`src/rtl/apollo_cmd_initiator_pkg.sv`:
```
// Shared definitions for the Apollo serial command protocol.
// Opcodes, response codes, ACK byte values, the reply-count table and the
// initiator FSM state encoding. Also used by the responder controller.
package apollo_cmd_initiator_pkg;

    localparam int TIMER_W = 24;

    localparam logic [2:0] CMD_RESET   = 3'd1;
    localparam logic [2:0] CMD_ON      = 3'd2;
    localparam logic [2:0] CMD_OFF     = 3'd3;
    localparam logic [2:0] CMD_STATUS  = 3'd4;
    localparam logic [2:0] CMD_SILENCE = 3'd5;
    localparam logic [2:0] CMD_LEVEL   = 3'd6;

    localparam logic [1:0] RSP_OK      = 2'd0;
    localparam logic [1:0] RSP_NAK     = 2'd1;
    localparam logic [1:0] RSP_TIMEOUT = 2'd2;
    localparam logic [1:0] RSP_BADOP   = 2'd3;

    localparam logic [7:0] ACK_OK   = 8'h01;
    localparam logic [7:0] ACK_FAIL = 8'h02;

    typedef enum logic [2:0] {
        ST_IDLE,
        ST_SEND,
        ST_WAITTX,
        ST_COLLECT,
        ST_GUARD,
        ST_DONE
    } state_t;

    // Number of reply bytes the responder returns for each opcode.
    function automatic logic [1:0] reply_count(input logic [2:0] op);
        case (op)
            CMD_ON, CMD_OFF, CMD_LEVEL: return 2'd1;
            CMD_STATUS:                 return 2'd2;
            default:                    return 2'd0;
        endcase
    endfunction

    // Opcodes followed by a parameter byte on the wire.
    function automatic logic has_param(input logic [2:0] op);
        return (op == CMD_SILENCE) || (op == CMD_LEVEL);
    endfunction

    function automatic logic op_legal(input logic [2:0] op);
        return (op != 3'd0) && (op != 3'd7);
    endfunction

endpackage

```
`src/rtl/apollo_cmd_initiator_wait_timer.sv`:
```
// apollo_wait_timer: loadable down-counter shared by the TX wait, reply
// collection and guard phases of the command initiator.
// Ports:
//   clk, rst_n   clock, asynchronous active-low reset
//   load         load count with load_val (has priority over tick)
//   load_val     value to load
//   tick         decrement by one; saturates at zero, never wraps
//   expired      count has reached zero
module apollo_wait_timer #(
    parameter int W = 24
) (
    input  logic         clk,
    input  logic         rst_n,
    input  logic         load,
    input  logic [W-1:0] load_val,
    input  logic         tick,
    output logic         expired
);

    logic [W-1:0] count;

    always_ff @(posedge clk or negedge rst_n) begin
        if (!rst_n) begin
            count <= '0;
        end else if (load) begin
            count <= load_val;
        end else if (tick && (count != '0)) begin
            count <= count - 1'b1;
        end
    end

    assign expired = (count == '0);

endmodule

```
`src/rtl/apollo_cmd_initiator.sv`:
```
// apollo_cmd_initiator: host-side master of the Apollo serial command
// protocol. Takes one command, sends opcode (+ parameter) bytes to a UART
// transmitter, collects the reply bytes from a UART receiver and returns one
// result with status. RX bytes arriving while idle are passed through on the
// stream port.
// Ports:
//   clk, rst_n                         clock, asynchronous active-low reset
//   cmd_valid/cmd_ready/cmd_op/param   command request
//   rsp_valid/rsp_code/rsp_data        one-cycle result pulse, code/data hold
//   tx_in/tx_write/tx_busy             UART transmitter interface
//   rx_out/rx_over                     UART receiver interface (level ready)
//   strm_data/strm_valid               passthrough of idle RX bytes
// Handshake: a command is taken on a clock edge where cmd_valid & cmd_ready;
// cmd_ready is high only in IDLE. rsp_valid has no back-pressure.
// Build option: define APOLLO_CMDI_RETRY_EN to retry a command up to
// MAX_RETRY extra times after a TIMEOUT or NAK.
module apollo_cmd_initiator
    import apollo_cmd_initiator_pkg::*;
#(
    parameter int TIMEOUT_CYCLES = 100000,
    parameter int GUARD_CYCLES   = 16,
    parameter int MAX_RETRY      = 2
) (
    input  logic        clk,
    input  logic        rst_n,
    input  logic        cmd_valid,
    input  logic [2:0]  cmd_op,
    input  logic [7:0]  cmd_param,
    output logic        cmd_ready,
    output logic        rsp_valid,
    output logic [1:0]  rsp_code,
    output logic [15:0] rsp_data,
    output logic [7:0]  tx_in,
    output logic        tx_write,
    input  logic        tx_busy,
    input  logic [7:0]  rx_out,
    input  logic        rx_over,
    output logic [7:0]  strm_data,
    output logic        strm_valid
);

    state_t state, state_nxt;

    logic [2:0]  op_q;
    logic [7:0]  param_q;
    logic        byte_idx;     // 0: opcode byte, 1: parameter byte
    logic [1:0]  rx_cnt;
    logic [15:0] acc;
    logic [15:0] acc_merged;
    logic        seen_busy;
    logic        rx_prev;
    logic        rx_new;       // registered rising edge of rx_over
    logic [7:0]  rx_byte;

    logic               t_load, t_tick, t_expired;
    logic [TIMER_W-1:0] t_val;

    logic       accept, do_write, next_byte, clr_collect, store;
    logic       fail, finish, retry;
    logic [1:0] fin_code;
    logic [15:0] fin_data;

`ifdef APOLLO_CMDI_RETRY_EN
    logic [3:0] retry_cnt;
`else
    logic unused_cfg;
    assign unused_cfg = ^MAX_RETRY;
`endif

    apollo_wait_timer #(.W(TIMER_W)) u_timer (
        .clk      (clk),
        .rst_n    (rst_n),
        .load     (t_load),
        .load_val (t_val),
        .tick     (t_tick),
        .expired  (t_expired)
    );

    // Reply byte k lands in rsp_data[15-8k -: 8].
    always_comb begin
        acc_merged = acc;
        if (rx_cnt[0]) acc_merged[7:0]  = rx_byte;
        else           acc_merged[15:8] = rx_byte;
    end

    always_ff @(posedge clk or negedge rst_n) begin
        if (!rst_n) state <= ST_IDLE;
        else        state <= state_nxt;
    end

    always_comb begin
        state_nxt   = state;
        accept      = 1'b0;
        do_write    = 1'b0;
        next_byte   = 1'b0;
        clr_collect = 1'b0;
        store       = 1'b0;
        fail        = 1'b0;
        finish      = 1'b0;
        retry       = 1'b0;
        fin_code    = RSP_OK;
        fin_data    = '0;
        t_load      = 1'b0;
        t_tick      = 1'b0;
        t_val       = TIMER_W'(TIMEOUT_CYCLES);

        case (state)
            ST_IDLE: begin
                if (cmd_valid) begin
                    accept = 1'b1;
                    if (!op_legal(cmd_op)) begin
                        finish    = 1'b1;
                        fin_code  = RSP_BADOP;
                        state_nxt = ST_DONE;
                    end else begin
                        state_nxt = ST_SEND;
                    end
                end
            end
            ST_SEND: begin
                if (!tx_busy) begin
                    do_write  = 1'b1;
                    t_load    = 1'b1;
                    state_nxt = ST_WAITTX;
                end
            end
            ST_WAITTX: begin
                // A byte is complete only once busy has been seen high and dropped.
                if (seen_busy && !tx_busy) begin
                    if (!byte_idx && has_param(op_q)) begin
                        next_byte = 1'b1;
                        state_nxt = ST_SEND;
                    end else if (reply_count(op_q) == 2'd0) begin
                        t_load    = 1'b1;
                        t_val     = TIMER_W'(GUARD_CYCLES);
                        state_nxt = ST_GUARD;
                    end else begin
                        t_load      = 1'b1;
                        clr_collect = 1'b1;
                        state_nxt   = ST_COLLECT;
                    end
                end else if (t_expired) begin
                    fail     = 1'b1;
                    fin_code = RSP_TIMEOUT;
                end else begin
                    t_tick = 1'b1;
                end
            end
            ST_COLLECT: begin
                if (rx_new) begin
                    store  = 1'b1;
                    t_load = 1'b1;
                    if ((rx_cnt + 2'd1) == reply_count(op_q)) begin
                        fin_data = acc_merged;
                        if ((op_q == CMD_STATUS) || (acc_merged[15:8] == ACK_OK)) begin
                            finish    = 1'b1;
                            state_nxt = ST_DONE;
                        end else begin
                            fail     = 1'b1;
                            fin_code = RSP_NAK;
                        end
                    end
                end else if (t_expired) begin
                    fail     = 1'b1;
                    fin_code = RSP_TIMEOUT;
                    fin_data = acc;
                end else begin
                    t_tick = 1'b1;
                end
            end
            ST_GUARD: begin
                if (t_expired) begin
                    finish    = 1'b1;
                    state_nxt = ST_DONE;
                end else begin
                    t_tick = 1'b1;
                end
            end
            ST_DONE: begin
                state_nxt = ST_IDLE;
            end
            default: begin
                state_nxt = ST_IDLE;
            end
        endcase

        if (fail) begin
`ifdef APOLLO_CMDI_RETRY_EN
            if (32'(retry_cnt) < MAX_RETRY) begin
                retry     = 1'b1;
                state_nxt = ST_SEND;
            end else begin
                finish    = 1'b1;
                state_nxt = ST_DONE;
            end
`else
            finish    = 1'b1;
            state_nxt = ST_DONE;
`endif
        end
    end

    always_ff @(posedge clk or negedge rst_n) begin
        if (!rst_n) begin
            op_q       <= '0;
            param_q    <= '0;
            byte_idx   <= 1'b0;
            rx_cnt     <= '0;
            acc        <= '0;
            seen_busy  <= 1'b0;
            rx_prev    <= 1'b0;
            rx_new     <= 1'b0;
            rx_byte    <= '0;
            tx_in      <= '0;
            tx_write   <= 1'b0;
            rsp_code   <= '0;
            rsp_data   <= '0;
            strm_data  <= '0;
            strm_valid <= 1'b0;
`ifdef APOLLO_CMDI_RETRY_EN
            retry_cnt  <= '0;
`endif
        end else begin
            rx_prev <= rx_over;
            rx_new  <= rx_over & ~rx_prev;
            if (rx_over && !rx_prev) rx_byte <= rx_out;

            // Only bytes seen while idle are unsolicited.
            strm_valid <= (state == ST_IDLE) && rx_new;
            if ((state == ST_IDLE) && rx_new) strm_data <= rx_byte;

            tx_write <= do_write;
            if (do_write) tx_in <= byte_idx ? param_q : {5'b0, op_q};

            if (do_write)     seen_busy <= 1'b0;
            else if (tx_busy) seen_busy <= 1'b1;

            if (accept) begin
                op_q     <= cmd_op;
                param_q  <= cmd_param;
                byte_idx <= 1'b0;
`ifdef APOLLO_CMDI_RETRY_EN
                retry_cnt <= '0;
`endif
            end
            if (next_byte) byte_idx <= 1'b1;
            if (retry) begin
                byte_idx <= 1'b0;
`ifdef APOLLO_CMDI_RETRY_EN
                retry_cnt <= retry_cnt + 4'd1;
`endif
            end

            if (clr_collect) begin
                rx_cnt <= '0;
                acc    <= '0;
            end else if (store) begin
                rx_cnt <= rx_cnt + 2'd1;
                acc    <= acc_merged;
            end

            if (finish) begin
                rsp_code <= fin_code;
                rsp_data <= fin_data;
            end
        end
    end

    assign cmd_ready = (state == ST_IDLE);
    assign rsp_valid = (state == ST_DONE);

endmodule

```
`config.mk`:
```
export PLATFORM = sky130hd
export DESIGN_NAME = apollo_cmd_initiator
export DESIGN_NICKNAME = d
export VERILOG_FILES = /design/src/rtl/apollo_cmd_initiator_pkg.sv /design/src/rtl/apollo_cmd_initiator_wait_timer.sv /design/src/rtl/apollo_cmd_initiator.sv
export SDC_FILE = /design/constraint.sdc
export NUM_CORES = 1
export LEC_CHECK = 0
export ABC_AREA = 1
export BUFFER_PORTS_ARGS = -buffer_cell sky130_fd_sc_hd__buf_2
export CAP_MARGIN = 20
export CORE_MARGIN = 2
export CORE_UTILIZATION = 40
export DETAILED_ROUTE_END_ITERATION = 12
export PLACE_DENSITY = 0.67
export SYNTH_ARGS = -nofsm -noshare
export SYNTH_HDL_FRONTEND = slang
export SYNTH_HIERARCHICAL = 1
export SYNTH_SLANG_ARGS = --single-unit
```
`constraint.sdc`:
```
create_clock -name clk -period 4.4 [get_ports clk]
set_input_delay 0.44 -clock clk [delete_from_list [all_inputs] [get_ports clk]]
set_output_delay 0.44 -clock clk [all_outputs]
set_load 0.005 [all_outputs]
```
=== After elaboration in Yosys (flattened, before gate mapping) ===
Index checks and enable logic that the tools add are counted.

* Add/subtract/negate cells: 2
* Equality and inequality tests: 20
* Muxes and demuxes: 80
* Bitwise gates (word level): 2
* Reductions and logical operators: 22

{| class="wikitable"
|+ Operators with widths
! operator !! number
|-
| 16-bit two-way mux || 6
|-
| 17-bit two-way mux || 4
|-
| 24-bit two-way mux || 2
|-
| 1-bit two-way mux || 35
|-
| 3-bit two-way mux || 11
|-
| 24-bit zero test || 1
|-
| 2-bit two-way mux || 12
|-
| 8-bit two-way mux || 3
|-
| 24-bit nonzero test || 1
|-
| 24-bit by 1-bit subtractor with 24-bit output, second input constant || 1
|-
| 3-bit != test, second input constant || 7
|-
| 3-bit == test, second input constant || 5
|-
| 3-bit case mux with 5 select lines || 1
|-
| 3-bit by 2-bit == test with 1-bit output, second input constant || 4
|-
| 1-bit case mux with 3 select lines || 3
|-
| 8-bit by 1-bit == test with 1-bit output, second input constant || 1
|-
| 2-bit nonzero test || 4
|-
| 7-bit AND reduction || 1
|-
| 1-bit logical AND || 6
|-
| 2-bit case mux with 3 select lines || 1
|-
| 2-bit case mux with 2 select lines || 1
|-
| 3-bit by 1-bit == test with 1-bit output, second input constant || 1
|-
| 1-bit zero test || 3
|-
| 3-bit zero test || 1
|-
| other kinds (10) || 11
|}

* Flip-flop bits (word level): 104
* Input bits: 24
* Output and inout port bits: 38

=== Longest topological paths before layout ===
* Depth in word-level cells: 12
* Mapped depth: 15
* Mapped depth without buffers: 15

=== Hierarchy ===
Netlist, hierarchy kept.

{| class="wikitable"
|+ Modules (own cells, without submodules)
! module !! times used !! cells each !! area each (um2) !! sequential area each (um2)
|-
| apollo_cmd_initiator || 1 || 517 || 4115.2 || 2001.9
|-
| apollo_wait_timer || 1 || 291 || 1878.1 || 600.6
|}

=== Worst setup path before layout ===
No wires, ideal clock.

* Kind: register -> register
* Start point: register state[2]
* End point: register u_timer.count[10]
* Arrival: 1999 ps
* Required time: 4334 ps
* Setup slack: 2335 ps
* Cell stages (with the launch flop): 15
* Path buffers: 3
* Path through: dfrtp_1 inv_2 nand2_2 nor2_8 inv_4 nor2_8 buf_1 nor2_1 nand2_1 buf_2 clkbuf_1 nand2_1 nand2_1 nand2_1 nand2_1

* Elaborated cells between the ends (all ways): 10
* Classes of those cells: 4 x eq/ne; 4 x mux; 2 x reduce/logical

{| class="wikitable"
|+ RTL lines
! what !! RTL line !! text
|-
| from (decl) || apollo_cmd_initiator.sv:42 || <nowiki>state_t state, state_nxt;</nowiki>
|-
| from (signal assigned) || apollo_cmd_initiator.sv:88 || <nowiki>else state <= state_nxt;</nowiki>
|-
| 3-bit by 2-bit == test with 1-bit output / 3-bit by 1-bit == test with 1-bit output (equally long branches) || apollo_cmd_initiator.sv:107 || <nowiki>case (state)</nowiki>
|-
| 1-bit case mux with 3 select lines (*) || apollo_cmd_initiator.sv:107 ||
|-
| net t_load || apollo_cmd_initiator.sv:55 || <nowiki>logic t_load, t_tick, t_expired;</nowiki>
|-
| 24-bit two-way mux / 2-bit nonzero test (equally long branches) || -- ||
|-
| to (signal assigned) || apollo_cmd_initiator_wait_timer.sv:26 || <nowiki>count <= load_val;</nowiki>
|-
| to (signal assigned) || apollo_cmd_initiator_wait_timer.sv:28 || <nowiki>count <= count - 1'b1;</nowiki>
|-
| to (decl) || apollo_cmd_initiator_wait_timer.sv:20 || <nowiki>logic [W-1:0] count;</nowiki>
|}

The timed path passes the listed nets; every way through them passes the cells marked *.
A chain may end at the register's enable or synchronous reset.

=== Final worst setup path ===
* Start point: register state[2]
* End point: register u_timer.count[4]

Same word-level chain as after synthesis.

==> results.py <==
metrics = {
    "critical_path": {
        "worstPathMaxFanout": 37,
        "r2r-start": "state[2]",
        "worst_ep_required_time_ps": 4680,
        "reg2reg_depth": 12,
        "crit_start": "state[2]",
        "cp-end-kind": "register",
        "r2r_setup_slack_ps": 1050,
        "start_kind": "register",
        "r2r-end": "u_timer/count[4]",
        "path_class": "register to register",
        "cp.arrival_ps": 3630,
    },
    "timing": {
        "relSlewSlack_pct": 31.2,
        "setup_viol": 0,
        "hold_viol_final": 0,
        "tightest_slew_ps": 1030,
        "fin_ws_ps": 1050,
        "skew_ps": 9.38,
        "tns_ps": 0,
        "fin_crit_ps": 3350,
        "hold-worst-slack_ps": 199,
        "fmax_ghz": 0.299,
        "final_max_slew_viol_count": 0,
        "rsz0062_at_grt": "false",
        "post-route-period-util_pct": 76.1,
    },
    "hold_path": {
        "min-delay-start": "rx_over",
        "holdCritPathClass": "input pin to register",
        "holdPathStages": 1,
        "min_to": "rx_prev",
    },
    "finish": {
        "area_delta_synth_final_pct": 11.7,
        "final_layout_size_suffix_gt1_share_pct": 16.8,
        "antennaDiodeCount": 0,
        "utilization_pct": 45.9,
        "design_area_mm2": 0.00669,
        "nets": 897,
    },
    "synth": {
        "ys_seq_area_share_pct": 43.4,
        "avgSynthCellArea_um2": 7.42,
        "netlist_area_mm2": 0.00599,
        "netlist_instances": 808,
        "synth_warnings": 6,
        "ys_seq_elements": 104,
        "ys_types": 41,
    },
    "grt": {
        "grtUsageTotal_pct": 18.1,
        "grt_pass1_wl_um": 23400,
        "first_global_vias": 4811,
        "overflow": 0,
        "antenna_found_initial": 0,
        "grt_max_degree": 73,
    },
    "floorplan": {
        "design.portCount": 62,
        "dieHeight_um": 126,
        "core_mm2": 0.0146,
        "die_w_um": 126,
        "rows": 44,
        "die-area_mm2": 0.0160,
        "initial_core_util_pct": 41.1,
    },
    "clock_tree": {
        "cts_tree": "done",
        "clk_pin_slew_ps": 70,
        "clk_latency_ps": 350,
        "clock_path_buffers": 2,
        "post_cts_buffers": 0,
        "clkSinkCount": 104,
        "cts-root-buf": "clkbuf_16",
        "htreeDepth": 3,
        "hold_buffers": 0,
        "cts.repair.resized": 0,
        "cts_buffers": 9,
    },
    "drt": {
        "routed_via_density": 4.87,
        "first_pass_iters": 5,
        "drcViolationCount": 0,
        "vias": 5159,
        "avgRoutedWirePerCell_um": 13.2,
        "ant_nets": 0,
        "wl_um": 14000,
        "initialDrtViolationCount": 344,
    },
    "status": {
        "status": "complete, no violations",
    },
    "job": {
        "drv_cap": 0,
    },
    "placement": {
        "placed_cell_area_mm2": 0.00642,
        "gp_congestion": 0.826,
        "dp_slack_ps": 1070,
        "dpl.hpwl_um": 9810,
        "portBuffers": 61,
    },
    "power_and_ir_drop": {
        "cellPowerDensity_mw_per_mm2": 691,
        "p_leak_nw": 3.56,
        "peakVddDrop_mv": 0.279,
    },
}
sequential cells by signal (all words and copies together), names as in the netlist, 3 cells and up:
name / flops
strm_data: 8
rsp_data: 16
acc: 16
tx_in: 8
state: 3
param_q: 8
rx_byte: 8
op_q: 3
u_timer/count: 24
where the power goes:
group / switching, W / internal (W)
clock: 0.000363 / 0.000384
sequential: 0.000332 / 0.00134
combinational: 0.00143 / 0.000772
how the worst max path moves through the flow:
stage | end | depth (start not counted) | slack, ps
3_5_place_dp | u_timer/count[4] | 12 | 1070
6_report | u_timer/count[4] | 12 | 1050
5_1_grt | u_timer/count[4] | 12 | 760
4_1_cts | u_timer/count[4] | 12 | 1050
2_1_floorplan | u_timer/count[10] | 14 | 2340
3_3_place_gp | u_timer/count[4] | 12 | 1170
kinds of logic after synthesis:
kind of cell | share of synthesized area (%)
compound gates | 8.29
xor+xnor | 1.92
fa+ha+maj | 0.417
buf+inv | 9.56
flops | 43.4
mux | 0.188
other cells | 0.0626
simple gates | 36.1
layout by cell type, fill, tap and decap left out, types with 5 or more instances in the layout:
| cell | netlist | final |
|---|---|---|
| clkbuf_16 | 0 | 9 |
| nand3_2 | 14 | 14 |
| buf_4 | 2 | 6 |
| nand2_1 | 254 | 254 |
| buf_2 | 6 | 60 |
| nand2_2 | 8 | 8 |
| nand3_1 | 80 | 80 |
| o21ai_2 | 5 | 5 |
| nand4_1 | 6 | 6 |
| conb_1 | 1 | 17 |
| xor2_1 | 5 | 5 |
| nor2_2 | 14 | 14 |
| inv_1 | 86 | 86 |
| xnor2_1 | 5 | 5 |
| inv_2 | 7 | 7 |
| dfrtp_1 | 104 | 104 |
| a21oi_1 | 23 | 23 |
| o21ai_0 | 55 | 55 |
| nor2_4 | 6 | 6 |
| nor2_1 | 62 | 62 |
| nor3_1 | 17 | 17 |
final cells by class:
type / count / area [um^2]
Timing Repair Buffer: 66 / 345
Sequential cell: 104 / 2600
Clock buffer: 9 / 225
Multi-Input combinational cell: 593 / 2880
Clock inverter: 6 / 43.8
Fill cell: 1500 / 7900
Inverter: 97 / 369
Tap cell: 184 / 230
layer usage:
metal | GRT usage, % | vias up | share of wire [%]
met5 | 0 | - | 0
met4 | 5.69 | 0 | 1.7
met3 | 3.84 | 17 | 3.3
met2 | 29.9 | 73 | 48
met1 | 23.8 | 2409 | 47
li1 | - | 2660 | -
stage by stage:
stage,total power (W),instances
finish,0.00462,1059
floorplan,0.00339,824
global route,0.00507,1059
global placement,0.00385,1044
detailed placement,0.00391,1044
CTS,0.00467,1059
cell usage after synthesis (all sizes together):
master  instances  area share (%)
xor2            6             1.2
nand2         266              17
nand4           6            0.63
dfrtp         104              43
nand3b          1            0.13
mux2            1            0.19
a221oi          1            0.15
nor2           84             7.1
conb            1           0.063
buf            19             2.7
clkbuf         11            0.69
o22ai           1            0.10
nand3          94             9.0
and2            1            0.10
o21ai          62             5.5
or2             1            0.10
nor3           17             1.4
xnor2           5            0.73
ha              2            0.42
nor4            1            0.10
clkinv          2            0.13
a21oi          25             2.3
inv            95             6.0
a31oi           2            0.21
worst max-delay path, stage by stage (launching register included):
cell and delay [ps]:
dfrtp_1 420, inv_2 90, nand2_2 90, nor2_8 270, inv_4 90, nor2_8 400
nor2_1 100, nand2_1 70, buf_4 300, clkinv_1 750, nand2_4 500, nand2_1 110
o21ai_2 60
Power figures use the tool's default switching activity.
